--- src/rtl/logic_unit_bist.sv ---
// logic_unit_bist -- exhaustive built-in self-test sequencer for the bitwise
// logic unit (F: 00 AND, 01 OR, 10 XOR, 11 NOR; data width W = 2*N).
//
// A start pulse sweeps the vector register v over every value in ascending
// order. Each vector takes two cycles: DRIVE lets the unit settle, and CHECK
// compares the returned Y with the internally computed expected value.
// Mismatches are counted in a saturating counter. done/pass hold the result
// until the next accepted start.
//
// Ports:
//   clk, rst        clock, asynchronous active-high reset
//   start           begin a run (accepted in IDLE or DONE only)
//   A, B, F         operands / function select driven to the logic unit
//   Y               result returned by the logic unit (combinational)
//   busy, done      run in progress / run complete
//   pass            done with zero errors
//   err_count       saturating mismatch count
//
// Optional feature (macro LBIST_FIRST_FAIL_EN): adds fail_valid, fail_A,
// fail_B, fail_F, fail_Y capturing the first mismatching vector of a run.
module logic_unit_bist #(
   parameter int N     = 2,
   parameter int ERR_W = 16,
   localparam int W    = 2*N,
   localparam int V    = 2*W + 2
) (
   input  logic             clk,
   input  logic             rst,
   input  logic             start,
   output logic [W-1:0]     A,
   output logic [W-1:0]     B,
   output logic [1:0]       F,
   input  logic [W-1:0]     Y,
   output logic             busy,
   output logic             done,
   output logic             pass,
`ifdef LBIST_FIRST_FAIL_EN
   output logic             fail_valid,
   output logic [W-1:0]     fail_A,
   output logic [W-1:0]     fail_B,
   output logic [1:0]       fail_F,
   output logic [W-1:0]     fail_Y,
`endif
   output logic [ERR_W-1:0] err_count
);

   typedef enum logic [1:0] {IDLE, DRIVE, CHECK, FIN} state_t;

   state_t           state_q, state_d;
   logic [V-1:0]     v;
   logic [W-1:0]     expected;
   logic             accept;
   logic             mismatch;
   logic             last_vec;

   // Operands come straight from register bits: no path from start to A/B/F.
   assign F = v[1:0];
   assign A = v[W+1:2];
   assign B = v[2*W+1:W+2];

   always_comb begin
      expected = '0;
      case (F)
         2'b00:   expected = A & B;
         2'b01:   expected = A | B;
         2'b10:   expected = A ^ B;
         default: expected = ~(A | B);
      endcase
   end

   assign accept   = start && (state_q == IDLE || state_q == FIN);
   assign last_vec = &v;
   assign mismatch = (state_q == CHECK) && (Y != expected);
   assign pass     = done && (err_count == '0);

   always_comb begin
      state_d = state_q;
      case (state_q)
         IDLE, FIN: if (start) state_d = DRIVE;
         DRIVE:     state_d = CHECK;
         CHECK:     state_d = last_vec ? FIN : DRIVE;
         default:   state_d = IDLE;
      endcase
   end

   always_ff @(posedge clk or posedge rst) begin
      if (rst) state_q <= IDLE;
      else     state_q <= state_d;
   end

   always_ff @(posedge clk or posedge rst) begin
      if (rst) begin
         v         <= '0;
         err_count <= '0;
         busy      <= 1'b0;
         done      <= 1'b0;
      end else if (accept) begin
         v         <= '0;
         err_count <= '0;
         busy      <= 1'b1;
         done      <= 1'b0;
      end else if (state_q == CHECK) begin
         if (mismatch && !(&err_count))
            err_count <= err_count + 1'b1;
         if (!last_vec) begin
            v <= v + 1'b1;
         end else begin
            busy <= 1'b0;
            done <= 1'b1;
         end
      end
   end

`ifdef LBIST_FIRST_FAIL_EN
   // Only the first mismatch of a run is kept; fail_valid blocks overwrites.
   always_ff @(posedge clk or posedge rst) begin
      if (rst) begin
         fail_valid <= 1'b0;
         fail_A     <= '0;
         fail_B     <= '0;
         fail_F     <= '0;
         fail_Y     <= '0;
      end else if (accept) begin
         fail_valid <= 1'b0;
         fail_A     <= '0;
         fail_B     <= '0;
         fail_F     <= '0;
         fail_Y     <= '0;
      end else if (mismatch && !fail_valid) begin
         fail_valid <= 1'b1;
         fail_A     <= A;
         fail_B     <= B;
         fail_F     <= F;
         fail_Y     <= Y;
      end
   end
`endif

endmodule

--- config.mk ---
export PLATFORM = sky130hd
export DESIGN_NAME = logic_unit_bist
export DESIGN_NICKNAME = d
export VERILOG_FILES = /design/src/rtl/logic_unit_bist.sv
export SDC_FILE = /design/constraint.sdc
export NUM_CORES = 1
export LEC_CHECK = 0
export BUFFER_PORTS_ARGS = -buffer_cell sky130_fd_sc_hd__clkbuf_2
export CAP_MARGIN = 10
export CORE_ASPECT_RATIO = 1.5
export CORE_MARGIN = 3
export CORE_UTILIZATION = 50
export DETAILED_ROUTE_END_ITERATION = 10
export GPL_ROUTABILITY_DRIVEN = 1
export HOLD_SLACK_MARGIN = 0.12
export PLACE_DENSITY = 0.8
export SYNTH_ARGS = -nofsm -noshare
export SYNTH_HDL_FRONTEND = slang
export SYNTH_SLANG_ARGS = --single-unit
--- constraint.sdc ---
create_clock -name clk -period 2.3 [get_ports clk]
set_input_delay 0.46 -clock clk [delete_from_list [all_inputs] [get_ports clk]]
set_output_delay 0.46 -clock clk [all_outputs]
set_load 0.05 [all_outputs]
==> results of run 1 <==
-- flip-flops by register name, indices dropped and copies added, names as in the netlist --
signal	cells
busy	1
done	1
err_count	16
state_q	2
v	10
-- layout by cell type (no fill, tap or decap), types with 4 or more instances in the layout --
cell type  Yosys  layout
clkbuf_2       0      35
buf_4          0      27
dfrtp_1       30      20
nand2_1       18      16
a21oi_2       11      14
nor2_1        13      13
inv_1         18      11
ha_1          16      11
dfrtp_2        0      10
nand3_1       10       9
nand4_1        8       8
o21ai_1        9       8
clkbuf_8       0       8
or3_4          0       7
nand2b_1       6       6
nor3_1         6       6
xnor2_1       10       6
inv_2          0       6
buf_6          2       6
o31ai_4        0       4
xnor2_2        0       4
a21oi_1        7       4
-- cell families after synthesis --
kind of cell,share of synthesized area [%]
simple gates,22.7
compound gates,18.6
flops,37.4
buf+inv,5.54
fa+ha+maj,9.97
xor+xnor,4.36
mux,1.50
-- per-layer routing --
metal,up-vias,wire length [um]
met5,-,0
met4,0,155
met3,17,293
met2,77,3260
li1,911,-
met1,953,2230
-- how the worst max path moves through the flow --
stage,depth (start not counted),end,startpoint
finish,11,err_count[10],v[0]
global route,11,err_count[14],v[0]
CTS,9,err_count[14],v[2]
detailed placement,10,err_count[3],v[0]
global placement,9,err_count[14],v[6]
floorplan,9,err_count[8],v[2]
-- stage by stage --
stage               area (um2)  util, %  instances  hold WS (ps)  setup TNS (ps)
floorplan                 2040        -        218           506            -684
global placement          2400     63.5        313           458           -30.2
detailed placement        2400     63.5        313           463            -438
CTS                       2620     69.3        326           232            -247
global route              2800     73.9        330           263           -1860
finish                    2800     73.9        330           225            -492
-- power by group --
group          internal, W  switching [W]
clock             0.000302       0.000204
combinational     0.000417       0.000577
sequential        0.000579      0.0000643
-- worst register-to-register path: cells and delay by family, from the launching register on --
kind            cells  cell delay (ps)
xor+xnor            1              180
simple gates        1              330
buf+inv             4              470
flops               1              430
compound gates      4              720
fa+ha+maj           1              170
-- repair_timing --
item | 4_1_cts | 5_1_grt
buffers inserted | 5 | 4
endpoints found under the setup margin | 15 | 16
gates cloned | 0 | 1
resized for setup | 12 | 31
pin swaps | 4 | 23
-- layout make-up --
class	instances	area (um2)
Timing Repair Buffer	68	445
Sequential cell	30	763
Clock buffer	8	110
Fill cell	279	987
Tap cell	43	53.8
Multi-Input combinational cell	163	1350
Inverter	18	70.1
==> impl_results.md, run 1 <==
* Status: finished with violations
* Violated checks: setup timing
* Vias in the first global route at 1943
* Buffers on Ports at 35
* Most frequent cells after synthesis: dfrtp_1, inv_1, nand2_1
* Die height at 83.6 um
* Vias/cell at 5.93
* Ys flop type: dfrtp_1
* # clock sinks at 30
* Share of layout cells above drive strength 1 at 47.7%
* H-tree levels at 2
* Post-CTS Hold Buffers at 0
* Top-count cell post-synth: dfrtp_1
* Post-layout worst setup margin at -69.8 ps
* EDFF count, synth at 0
* Endpoints failing hold at 0
* Post-synthesis sequential area ratio at 37.4%
* Max_slew headroom at 71.2%
* GRT Max-Usage Layer: met2
* Top post-synthesis cells by area: dfrtp_1, ha_1, a21oi_2
* Mapped Area at 0.00201 mm2
* Routing usage on met2 at 42.6%
* Post-synth cell types at 40
* Routed WL at 5940 um
* Tot Pwr at 0.00214 W
* CP delay by family, top: compound AO/OA/AOI/OAI gates
* Avg Inst Size Synth at 9.21 um2
* Hold Crit Class: in2async
* Met3 GRT Util at 3.87%
* Setup Skew at 6.61 ps
* Worst Max-Slew Pin Slew at 428 ps
* Antenna violations before repair at 0
* Worst path cell trace: inv_4, ha_4, buf_6, a22o_4, o31ai_4, xnor2_2, o41ai_4, buf_4, buf_6, or3_4, a21oi_2
* Routability cong. at 0.880
* Worst skew pair latency at 280 ps
* Antenna Cells at 0
* Yosys top cell by area: dfrtp_1
* Final-report setup violation count at 13
* CTS Buffer Depth at 2
* Starting Density at 53.1%
* Row count at 27
* Crit path launch type: flop
* Root Driver: clkbuf_8
* Core area at 0.00378 mm2
* Syn_nets at 241
* First DRT Iteration DRCs at 68
* Area delta synth->final at 39.3%
* P_leak at 1.24 nW
* Final Cycle Share at 103%
* Critical Path RT at 2510 ps
* Crit Path Class: reg2reg
* DRC errors left at 0
* First-pass GRT wire length at 9050 um
* Pwr dens at 766 mW/mm2
* Dpl ws at -65.7 ps
* Peak Freq at 0.422 GHz
* Post-synth top area share at 37.4%
* CP peak stage delay at 430 ps
* Fin crit period at 2370 ps
* Worst path slowest cell: dfrtp_2
* Worst r2r src: v[0]
* Clk slew on worst S/H paths at 70 ps
* CTS tree: yes
* Pre-Repair DR Iteration Count at 4
* Buf/Inv on CP at 4
* Total congestion overflow at 0
* R2r worst-path depth at 11
* R2r endpoint: err_count[10]
* Via count at 1958
* Maximum capacitance violations at 0
* Met1 usage at 27.8%
* Routed WL per cell at 18.0 um
* Syn. warnings at 0
* Critical path arrival at 2580 ps
* Synth async-reset ratio at 100%
* Mapped Cells at 218
* Crit path capture type: flop
* I/O pin total at 36
* Die footprint at 0.00483 mm2
* RSZ-0062 raised after global routing: yes
* Slew Viols, Final at 0
* Top cell by count, worst path: buf_6
* Largest net degree at the start of global routing at 31
* Detail Placement HPWL at 3900 um
* Worst-path fanout max at 10
* R2r setup slk at -70 ps
* Num CTS Buffers at 5
* Tot GR Track Use at 24.1%
* Number of nets in the layout at 309
* Synth Register Bits at 30
* Worst vdd rail ir drop at 665 uV
* Routed Antenna Nets at 0
* Die width at 57.7 um
(Power assumes the default switching activity.)
==> inputs of run 2 (changes only) <==
--- a/config.mk
+++ b/config.mk
@@ -9,11 +9,12 @@
 export CAP_MARGIN = 10
 export CORE_ASPECT_RATIO = 1.5
 export CORE_MARGIN = 3
-export CORE_UTILIZATION = 50
+export CORE_UTILIZATION = 55
 export DETAILED_ROUTE_END_ITERATION = 10
 export GPL_ROUTABILITY_DRIVEN = 1
 export HOLD_SLACK_MARGIN = 0.12
-export PLACE_DENSITY = 0.8
+export PLACE_DENSITY = 0.83
 export SYNTH_ARGS = -nofsm -noshare
 export SYNTH_HDL_FRONTEND = slang
 export SYNTH_SLANG_ARGS = --single-unit
+export TNS_END_PERCENT = 5
==> constraint.sdc (replaced) <==
create_clock -name clk -period 2.65 [get_ports clk]
set_input_delay 0.53 -clock clk [delete_from_list [all_inputs] [get_ports clk]]
set_output_delay 0.53 -clock clk [all_outputs]
set_load 0.05 [all_outputs]
==> run 2 against run 1 <==
  * The flow now finishes without violations
  * Utilization shrank 3.9 points
  * Routed wire length down 19%
  * Register-to-register slack better by 240 ps
  * Sequential power down 15%
  * Clock power is 16% higher
  * Flip-flop and latch count did not move
  * Critical path type unchanged
  * Highest routed layer unchanged
==> impl_results.md, run 2 (same netlist as run 1, synthesis figures left out) <==
* I/O pin total at 36 (unchanged)
* Sequential Power Share at 31.0% (+1.0 points)
* Gate power share at 35.7% (-11 points)
* Worst r2r src: v[5]
* Worst path cell trace: inv_1, ha_1, a22o_1, o31ai_2, xnor2_1, o41ai_4, buf_12, or4_1, a21oi_2
* RSZ-0062 raised after global routing: no
* Slew Viols, Final at 0 (unchanged)
* M1 WL at 1950 um (-12%)
* Status: finished clean
* Power share of the clock group at 33.3% (+9.7 points)
* CP peak stage delay at 420 ps (about the same)
* First DRT Iteration DRCs at 55 (-19%)
* Vias in the first global route at 1732 (-11%)
* Fin crit period at 2480 ps (+106 ps)
* Hold Crit Class: in2async
* Die width at 55.3 um (-4.2%)
* Share of layout cells above drive strength 1 at 24.9% (-23 points)
* Number of stages on the worst setup path at 9 (-2)
* Core area at 0.00345 mm2 (-8.9%)
* Worst path slowest cell: or4_1
* Top Layer Used: met4
* Top flop regs: err_count x16, v x10, state_q x2
* Max_slew headroom at 61.0% (-10 points)
* Filler cells at 294 (+5.4%)
* Antenna violations before repair at 0 (unchanged)
* # clock sinks at 30 (unchanged)
* Final Cycle Share at 93.4% (-9.6 points)
* Routed Antenna Nets at 0 (unchanged)
* Row count at 26 (-3.7%)
* Met2 routed WL at 2510 um (-23%)
* Net Switching at 0.000651 W (-23%)
* Routed WL at 4810 um (-19%)
* Pre-Repair DR Iteration Count at 4 (unchanged)
* Area delta synth->final at 20.2%
* Post-CTS sizing at 0 (-12)
* Routability cong. at 0.883 (+0.32%)
* Detail Placement HPWL at 3530 um (-9.5%)
* Die footprint at 0.00443 mm2 (-8.3%)
* Post-CTS Hold Buffers at 0 (unchanged)
* Antenna Cells at 0 (unchanged)
* Worst-path fanout max at 23 (+13)
* Most common cell after layout, fill and taps aside: clkbuf_2
* Largest net degree at the start of global routing at 31 (unchanged)
* CTS Buffer Depth at 2 (unchanged)
* Buffers on Ports at 35 (unchanged)
* Starting Density at 58.2% (+5.2 points)
* Area of the multi-input gates at 0.00115 mm2 (-15%)
* P_leak at 1.07 nW (-14%)
* Crit path launch type: flop
* Post-CTS setup buffer count at 0 (-5)
* Max reg flops at 16 (unchanged)
* Pint at 0.00112 W (-14%)
* Root Driver: clkbuf_8
* R2r worst-path depth at 9 (-2)
* Buf/Inv on CP at 2 (-2)
* Critical path arrival at 2690 ps (+110 ps)
* Via count at 1790 (-8.6%)
* Number of nets in the layout at 283 (-8.4%)
* Routed WL per cell at 15.9 um (-12%)
* Commonest non-fill, non-tap cells in the layout: clkbuf_2, dfrtp_1, nand2_1, inv_1, ha_1
* Crit Path Class: reg2reg
* Critical Path RT at 2870 ps (+360 ps)
* Peak Freq at 0.404 GHz (-4.3%)
* DRC errors left at 0 (unchanged)
* Switching share of power at 36.8% (-2.7 points)
* CTS tree: yes
* Final-report setup violation count at 0 (-13)
* Vias/cell at 5.91 (-0.43%)
* Placed Instance Area at 0.00227 mm2 (-5.6%)
* Tot GR Track Use at 24.3% (+0.22 points)
* Die height at 80.0 um (-4.3%)
* Endpoints failing hold at 0 (unchanged)
* Post-Route Setup TNS at 0 ps (+492 ps)
* Worst vdd rail ir drop at 627 uV (-5.7%)
* Crit path capture type: flop
* Clk slew on worst S/H paths at 70 ps (about the same)
* Area occupied by registers at 752 um2 (-1.5%)
* Worst skew pair latency at 290 ps (about the same)
* Pwr dens at 733 mW/mm2 (-4.3%)
* First-pass GRT wire length at 8250 um (-8.8%)
* CP Launch Point: v[5]
* Total congestion overflow at 0 (unchanged)
* Maximum capacitance violations at 0 (unchanged)
* Post-route cell area at 0.00241 mm2 (-14%)
* Largest register by flop count: err_count
* Num CTS Buffers at 5 (unchanged)
* H-tree levels at 2 (unchanged)
* Setup Skew at 4.80 ps (-1.81 ps)
* Worst Max-Slew Pin Slew at 585 ps (+157 ps)
* WL met3 at 190 um (-35%)
* CP delay by family, top: compound AO/OA/AOI/OAI gates
run 2: final cells by class:
class / count / area share (%)
repair buffers: 42 / 10.5
multi-input cells: 163 / 47.5
flip-flops and latches: 30 / 31.2
clock inverters: 2 / 2.49
well taps: 42 / 2.18
clock buffers: 6 / 3.42
inverters: 18 / 2.80
run 2: worst min-delay path, cell delays in order:
cell	delay (ps)
clkbuf_2	80
inv_1	40
buf_4	340
run 2: metal layers:
metal | vias up | track usage [%]
met5 | - | 0
met4 | 0 | 12.2
li1 | 865 | -
met1 | 870 | 27.2
met2 | 44 | 43.6
met3 | 11 | 4.37
run 2: metrics by stage:
stage | instances | hold slack [ps] | util (%) | total power [W] | worst slack, ps
after detailed placement | 295 | 473 | 65.8 | 0.00118 | 162
after global placement | 295 | 470 | 65.8 | 0.00117 | 189
after global routing | 303 | 315 | 70.0 | 0.00186 | 32.1
final | 303 | 285 | 70.0 | 0.00177 | 174
after CTS | 303 | 295 | 70.0 | 0.00178 | 119
after floorplan | 218 | 506 | - | 0.00102 | 5.42
run 2: final timing paths:
path | slack, ps | to
worst max-delay path | 170 | err_count[12]
worst min-delay path | 290 | busy
worst max register to register | 170 | err_count[12]
worst min register to register | 490 | busy
max in group asynchronous | 2070 | v[0]
min in group clk | 490 | busy
run 2: power by group through the flow:
stage / clock [W] / combinational (W) / sequential, W
2_1_floorplan: 0 / 0.000378 / 0.000637
3_3_place_gp: 0 / 0.000620 / 0.000555
3_5_place_dp: 0 / 0.000627 / 0.000557
4_1_cts: 0.000596 / 0.000633 / 0.000548
5_1_grt: 0.000615 / 0.000686 / 0.000560
6_report: 0.000589 / 0.000631 / 0.000549
==> inputs of run 3 (changes only) <==
--- a/config.mk
+++ b/config.mk
@@ -9,11 +9,12 @@
 export CAP_MARGIN = 10
 export CORE_ASPECT_RATIO = 1.5
 export CORE_MARGIN = 3
-export CORE_UTILIZATION = 55
+export CORE_UTILIZATION = 38
+export CTS_BUF_LIST = sky130_fd_sc_hd__clkbuf_4 sky130_fd_sc_hd__clkbuf_8 sky130_fd_sc_hd__clkbuf_16
 export DETAILED_ROUTE_END_ITERATION = 10
 export GPL_ROUTABILITY_DRIVEN = 1
 export HOLD_SLACK_MARGIN = 0.12
-export PLACE_DENSITY = 0.83
+export PLACE_DENSITY = 0.62
 export SYNTH_ARGS = -nofsm -noshare
 export SYNTH_HDL_FRONTEND = slang
 export SYNTH_SLANG_ARGS = --single-unit
==> run 3 against run 2 <==
  * Clock-buffer cell count decreased by 1
  * Critical path type unchanged
  * Largest power group unchanged
  * First-iteration DRC count grew 15%
  * Die area rose by 40%
  * Highest routed layer unchanged
  * Power is 15% lower
  * Flip-flop and latch count unchanged
  * Hold slack improved by 16 ps
  * Via count is 1.8% lower
  * Combinational power down 4.1%
  * Largest cell class unchanged
  * Routed wire length increased by 1.4%
  * Global-route usage decreased by 6.7 points
  * Setup slack got worse by 6.3 ps
  * Fmax down 0.26%
==> impl_results.md, run 3 (same netlist as run 1, synthesis figures left out) <==
* Switching share of power at 41.9% (+5.1 points)
* Critical Path RT at 2860 ps (about the same)
* Worst Max-Slew Pin Slew at 566 ps (-18.8 ps)
* Vias/cell at 5.31 (-10%)
* Top flop regs: err_count x16, v x10, state_q x2
* Pint at 0.000872 W (-22%)
* Routed WL at 4880 um (+1.4%)
* Antenna violations before repair at 0 (unchanged)
* Worst r2r src: v[2]
* Most common cell after layout, fill and taps aside: clkbuf_2
* Starting Density at 40.4% (-18 points)
* Max reg flops at 16 (unchanged)
* Vias in the first global route at 1753 (+1.2%)
* Endpoints failing hold at 0 (unchanged)
* Tot GR Track Use at 17.6% (-6.7 points)
* Share of layout cells above drive strength 1 at 25.7% (+0.76 points)
* Die width at 65.4 um (+18%)
* Pre-Repair DR Iteration Count at 4 (unchanged)
* Sequential Power Share at 36.4% (+5.4 points)
* Crit path capture type: flop
* CP peak stage delay at 410 ps (about the same)
* Slew Viols, Final at 0 (unchanged)
* CTS tree: yes
* Post-layout worst setup margin at 168 ps (-6.34 ps)
* RSZ-0062 raised after global routing: yes
* Die height at 95.0 um (+19%)
* Worst path slowest cell: dfrtp_1
* Routed Antenna Nets at 0 (unchanged)
* Num CTS Buffers at 5 (unchanged)
* Worst skew pair latency at 280 ps (about the same)
* Setup Skew at 13.2 ps (+8.37 ps)
* Fin Hold WS at 302 ps (+16.0 ps)
* Buffers on Ports at 35 (unchanged)
* Placed Cells at 323 (+9.5%)
* Largest register by flop count: err_count
* First-pass GRT wire length at 8500 um (+3.0%)
* Number of nets in the layout at 288 (+1.8%)
* Area occupied by registers at 751 um2 (-0.17%)
* H-tree levels at 2 (unchanged)
* Crit Path Class: reg2reg
* R2r endpoint: err_count[12]
* Clk slew on worst S/H paths at 70 ps (about the same)
* Status: finished clean
* # clock sinks at 30 (unchanged)
* Dpl ws at 152 ps (-9.75 ps)
* Area delta synth->final at 19.1%
* Worst-path fanout max at 4 (-83%)
* Critical path arrival at 2700 ps (about the same)
* P_leak at 1.06 nW (-1.0%)
* Worst vdd rail ir drop at 386 uV (-38%)
* Final Cycle Share at 93.7% (+0.24 points)
* R2r setup slk at 170 ps (about the same)
* CP delay by family, top: compound AO/OA/AOI/OAI gates
* DRC errors left at 0 (unchanged)
* Core area at 0.00496 mm2 (+44%)
* Gate power share at 40.3% (+4.6 points)
* Worst path cell trace: inv_1, ha_1, a22o_1, o31ai_1, xnor2_1, o41ai_4, buf_4, or4_1, a21oi_2
* Post-CTS sizing at 0 (unchanged)
* Crit path launch type: flop
* Via count at 1758 (-1.8%)
* Row count at 31 (+19%)
* Post-Route Setup TNS at 0 ps (unchanged)
* Die footprint at 0.00621 mm2 (+40%)
* Antenna Cells at 0 (unchanged)
* I/O pin total at 36 (unchanged)
* Post-CTS setup buffer count at 0 (unchanged)
* Commonest non-fill, non-tap cells in the layout: clkbuf_2, dfrtp_1, nand2_1, inv_1, ha_1
* Net Switching at 0.000628 W (-3.5%)
* Final std cells w/o fill at 331 (+9.2%)
* Power share of the clock group at 23.3% (-10 points)
* Peak Freq at 0.403 GHz (-0.26%)
* Routed WL per cell at 14.7 um (-7.2%)
* Pwr dens at 627 mW/mm2 (-14%)
* Total congestion overflow at 0 (unchanged)
* Final-report setup violation count at 0 (unchanged)
* Maximum capacitance violations at 0 (unchanged)
* Area of the multi-input gates at 0.00115 mm2 (unchanged)
* Largest net degree at the start of global routing at 31 (unchanged)
* Fin crit period at 2480 ps (+6.34 ps)
* Detail Placement HPWL at 3700 um (+4.8%)
* R2r worst-path depth at 9 (unchanged)
* Filler cells at 516 (+76%)
* Routability cong. at 0.787 (-11%)
* Post-CTS Hold Buffers at 0 (unchanged)
* Max_slew headroom at 61.9% (+0.97 points)
* CP Launch Point: v[2]
* Hold Crit Class: in2async
* Buf/Inv on CP at 2 (unchanged)
* CTS Buffer Depth at 2 (unchanged)
* Root Driver: clkbuf_8
* First DRT Iteration DRCs at 63 (+15%)
[run 3: power by group through the flow]
stage	Combinational (W)	Sequential [W]	Clock (W)
after floorplan	0.000378	0.000637	0
after global placement	0.000597	0.000552	0
after detailed placement	0.000603	0.000555	0
after CTS	0.000606	0.000546	0.000360
after global routing	0.000679	0.000555	0.000379
final	0.000605	0.000546	0.000350
[run 3: worst min-delay path: stages]
cell and delay (ps):
clkbuf_2 80, inv_1 40, buf_4 350
[run 3: worst max path at each step]
stage	end	slack (ps)	cells past startpoint
2_1_floorplan	err_count[9]	5	9
3_3_place_gp	err_count[9]	210	9
3_5_place_dp	err_count[5]	150	9
4_1_cts	err_count[9]	140	9
5_1_grt	err_count[9]	-20	9
6_report	err_count[12]	170	9
[run 3: area by class of cell]
type	count	share of cell area, %
multi-input combinational	163	47.9
sequential	30	31.4
timing repair buffer	47	11.1
tap	66	3.45
clock buffer	5	2.88
inverter	18	2.83
clock inverter	2	0.419
[run 3: stage by stage]
step / total power (W) / area (um2) / util (%)
2_1_floorplan: 0.00102 / 2010 / -
3_3_place_gp: 0.00115 / 2300 / 46.4
3_5_place_dp: 0.00116 / 2300 / 46.4
4_1_cts: 0.00151 / 2380 / 48.0
5_1_grt: 0.00161 / 2390 / 48.2
6_report: 0.00150 / 2390 / 48.2
[run 3: per-layer routing]
metal  global-route usage, %  up-vias  share of wire, %
li1                        -      871                 -
met1                    22.1      842                42
met2                    30.6       39                53
met3                    2.48        6               3.9
met4                    5.88        0               1.3
met5                       0        -                 0
